File: src/rtl/dff_pipe.sv
// -----------------------------------------------------------------------------
// dff_pipe
//   Stallable, flushable WIDTH-bit delay line of DEPTH register stages. Each
//   stage carries a valid bit, and a running occupancy count tracks how many
//   stages hold valid items. It provides a fixed latency (DEPTH edges with
//   en=1) for aligning operands with multi-cycle units.
//
// Parameters
//   WIDTH    data width in bits (>=1)
//   DEPTH    number of register stages (>=1)
//   RST_VAL  value loaded into every data stage on reset and on flush
//
// Ports
//   clk        rising-edge clock
//   rst        asynchronous active-low reset
//   en         advance enable; 0 holds the whole pipeline
//   flush      synchronous clear of all stages, overrides en
//   in_valid   din carries a valid item this cycle
//   din        input data
//   out_valid  valid bit of the last stage
//   dout       data of the last stage
//   busy       any stage valid
//   occ        number of valid stages, 0..DEPTH
// -----------------------------------------------------------------------------
module dff_pipe #(
  parameter int               WIDTH   = 4,
  parameter int               DEPTH   = 3,
  parameter logic [WIDTH-1:0] RST_VAL = '0
) (
  input  logic                         clk,
  input  logic                         rst,
  input  logic                         en,
  input  logic                         flush,
  input  logic                         in_valid,
  input  logic [WIDTH-1:0]             din,
  output logic                         out_valid,
  output logic [WIDTH-1:0]             dout,
  output logic                         busy,
  output logic [$clog2(DEPTH+1)-1:0]   occ
);

  localparam int OCC_W = $clog2(DEPTH+1);

  logic [WIDTH-1:0] d_p [DEPTH];
  logic [DEPTH-1:0] vld_p;
  logic [OCC_W-1:0] occ_q;
  logic [OCC_W-1:0] occ_nxt;

  // Next occupancy while advancing: one item may enter and one may leave in
  // the same edge. Modular arithmetic at OCC_W bits gives the exact result
  // because the true value always lies in 0..DEPTH.
  always_comb begin
    occ_nxt = occ_q + OCC_W'(in_valid) - OCC_W'(vld_p[DEPTH-1]);
  end

  // ---- stage 0 .. DEPTH-1: data/valid shift register and occupancy ----
  always_ff @(posedge clk or negedge rst) begin
    if (!rst) begin
      for (int k = 0; k < DEPTH; k++) begin
        d_p[k] <= RST_VAL;
      end
      vld_p <= '0;
      occ_q <= '0;
    end else if (flush) begin
      for (int k = 0; k < DEPTH; k++) begin
        d_p[k] <= RST_VAL;
      end
      vld_p <= '0;
      occ_q <= '0;
    end else if (en) begin
      d_p[0]   <= din;
      vld_p[0] <= in_valid;
      for (int k = 1; k < DEPTH; k++) begin
        d_p[k]   <= d_p[k-1];
        vld_p[k] <= vld_p[k-1];
      end
      occ_q <= occ_nxt;
    end
  end

  // ---- outputs: straight from last-stage registers ----
  assign dout      = d_p[DEPTH-1];
  assign out_valid = vld_p[DEPTH-1];
  assign occ       = occ_q;
  assign busy      = (occ_q != '0);

endmodule
File: config.mk
export PLATFORM = sky130hd
export DESIGN_NAME = dff_pipe
export DESIGN_NICKNAME = d
export VERILOG_FILES = /design/src/rtl/dff_pipe.sv
export SDC_FILE = /design/constraint.sdc
export NUM_CORES = 1
export LEC_CHECK = 0
export BUFFER_PORTS_ARGS = -buffer_cell sky130_fd_sc_hd__buf_2
export CAP_MARGIN = 40
export CELL_PAD_IN_SITES_DETAIL_PLACEMENT = 1
export CELL_PAD_IN_SITES_GLOBAL_PLACEMENT = 2
export CORE_AREA = 5 5 45 66
export CTS_CLUSTER_SIZE = 24
export DETAILED_ROUTE_END_ITERATION = 8
export DIE_AREA = 0 0 50 71
export PLACE_DENSITY_LB_ADDON = 0.1
export SYNTH_ARGS = -nofsm -noshare
export SYNTH_HDL_FRONTEND = slang
export SYNTH_SLANG_ARGS = --single-unit
File: constraint.sdc
create_clock -name clk -period 3.6 [get_ports clk]
set_input_delay 1.08 -clock clk [delete_from_list [all_inputs] [get_ports clk]]
set_output_delay 1.08 -clock clk [all_outputs]
set_load 0.01 [all_outputs]
==> flow_metrics.py <==
metrics = {
    "yosys": {
        "muxShareOfSynthArea": 0.203,
        "synth_compound_gate_area_share": 0.0175,
        "synth_top_family_by_area": "multiplexers",
        "ys_types": 14,
        "syn_inst": 67,
        "syn_area_per_cell_um2": 11.8,
        "syn-cell-area_um2": 788,
        "yosys_warnings": 0,
        "synthSimpleGateAreaFrac": 0.0968,
        "post_synth_xor_area_fraction": 0.0111,
        "syn_nets": 78,
        "synth_fa_ha_area_frac": 0.0317,
        "ys_ff_latch": 17,
        "synth_seq_area_share": 0.540,
    },
    "detailed_routing": {
        "drtAntennaViolNets": 0,
        "first_pass_iters": 2,
        "viasPerCell": 4.91,
        "first_iter_violations": 12,
        "vias": 506,
        "drc_errors": 0,
        "avgRoutedWirePerCell_um": 13.2,
        "routed_wl_um": 1360,
    },
    "floorplanning": {
        "pin_count": 17,
        "start_util": 0.333,
        "die_h_um": 71,
        "row_count": 22,
        "die_area_um2": 3550,
        "core_area_um2": 2370,
        "fp.dieW_um": 50,
    },
    "power_and_ir_drop": {
        "p_total_w": 0.000347,
        "ir_drop_mv": 0.236,
        "p_leak_nw": 0.493,
        "powerDensity_nw_per_um2": 406,
    },
    "worst_setup_path": {
        "critPathRequiredTime_ns": 2.52,
        "crit_path_cell_trace": "or2_2 > buf_2",
        "max_stage_delay_ns": 0.41,
        "cp_max_fo": 4,
        "slowest_stage": "dfrtp_1",
        "end_kind": "output pin",
        "worstSetupStartpointType": "register",
        "critPathArrivalTime_ns": 1.14,
        "path_class": "reg2out",
    },
    "worst_hold_path": {
        "worstHoldPathType": "reg2reg",
    },
    "grt": {
        "grt_usage": 0.0950,
        "grt_antenna_before_repair": 0,
        "grt_pass1_wl_um": 2550,
        "grt_pass1_vias": 575,
        "grt-ovfl-total": 0,
        "grt_max_degree": 19,
    },
    "timing": {
        "fin_crit_sh": 0.615,
        "tightest_slew_ns": 0.493,
        "slew_headroom": 0.671,
        "slew_viol_final": 0,
        "final.setup.tns_ns": 0,
        "fmax_ghz": 0.451,
        "min_period_ns": 2.22,
        "skew_ns": 0.00278,
        "rsz0062_at_grt": "no",
        "setup-violations-final": 0,
        "final_hold_viol_count": 0,
    },
    "cts": {
        "clk_path_buf_depth": 2,
        "cts.sinks": 17,
        "cts_root_buf": "clkbuf_4",
        "clk_latency_ns": 0.29,
        "cts_tree": "done",
        "clk_pin_slew_ns": 0.10,
        "cts_inserted_buffers": 3,
        "cts_setup_buffers": 0,
        "holdBufCountCts": 0,
        "cts_resized": 0,
        "htree_levels": 1,
    },
    "place": {
        "portBuffers": 16,
        "dp_hpwl_um": 942,
        "dpl.cell_count": 99,
        "gp_congestion": 0.652,
    },
    "job": {
        "drv_cap": 0,
    },
    "final_layout": {
        "area_delta_synth_final_pct": 8.41,
        "layoutNonFillerInstCount": 103,
        "diodes": 0,
        "drive_gt1_frac": 0.278,
        "nNetsFinal": 91,
        "fin_util": 0.361,
        "final_cell_mix": "17 x nor2_1, 17 x dfrtp_1, 16 x mux2i_1, 16 x buf_2, 3 x clkbuf_4",
    },
    "status": {
        "status": "finished clean",
    },
}
[synthesized netlist by cell type]
cell,count,share of area
a21oi_1,1,0.0063
a31o_2,1,0.011
buf_12,1,0.025
buf_2,2,0.013
buf_4,4,0.038
buf_6,1,0.014
dfrtp_1,17,0.54
ha_1,2,0.032
inv_1,2,0.0095
mux2i_1,16,0.20
nand2b_1,1,0.0079
nor2_1,17,0.081
or2_2,1,0.0079
xor2_1,1,0.011
[power by group]
| part | total [W] | internal (W) | switching [W] |
|---|---|---|---|
| Combinational | 0.0000406 | 0.0000179 | 0.0000227 |
| Clock | 0.000104 | 0.0000414 | 0.0000628 |
| Sequential | 0.000203 | 0.000198 | 0.00000435 |
| Total | 0.000347 | 0.000258 | 0.0000898 |
[final cells by class]
type	instances	area [um^2]
clock buffers	3	22.5
clock inverters	1	5.00
fillers	280	1510
inverters	2	7.51
multi-input cells	40	284
flip-flops and latches	17	425
well taps	24	30.0
repair buffers	16	80.1
[worst paths after layout]
path                              start      end  slack [ns]  cells past startpoint
min in group asynchronous           rst  dout[0]        0.69                      1
worst min-delay path            dout[1]  dout[1]        0.52                      2
worst max-delay path             occ[0]     busy        1.38                      2
worst min register to register  dout[1]  dout[1]        0.52                      2
worst max register to register   occ[0]   occ[1]        2.06                      7
max in group asynchronous           rst   occ[0]        2.64                      1
[registers in the layout, summed over array words and instances, names as in the netlist]
name,flops
vld_p,3
d_p,8
dout,4
occ,2
[worst max-delay path, delay by kind of cell, from the launching register on]
kind / cells / cell delay (ns)
flops: 1 / 0.41
simple gates: 1 / 0.29
buf+inv: 1 / 0.14
[per-layer routing]
| layer | global-route usage | part of all wire | vias up |
|---|---|---|---|
| met1 | 0.103 | 0.40 | 250 |
| met3 | 0.0295 | 0.040 | 5 |
| met5 | 0 | 0 | - |
| met2 | 0.151 | 0.52 | 11 |
| li1 | - | - | 240 |
| met4 | 0.0700 | 0.033 | 0 |
[cells by family after synthesis]
family          after synthesis
xor+xnor                      1
simple gates                 19
flops                        17
buf+inv                      10
compound gates                2
fa+ha+maj                     2
mux                          16
[stage by stage]
stage	hold slack (ns)	area (um^2)	setup slack [ns]
finish	0.523	855	1.38
global route	0.572	855	1.32
CTS	0.536	855	1.36
detailed placement	0.509	827	1.57
global placement	0.496	827	1.61
floorplan	0.486	788	1.76
No activity file was read; power rests on OpenSTA's default activity.
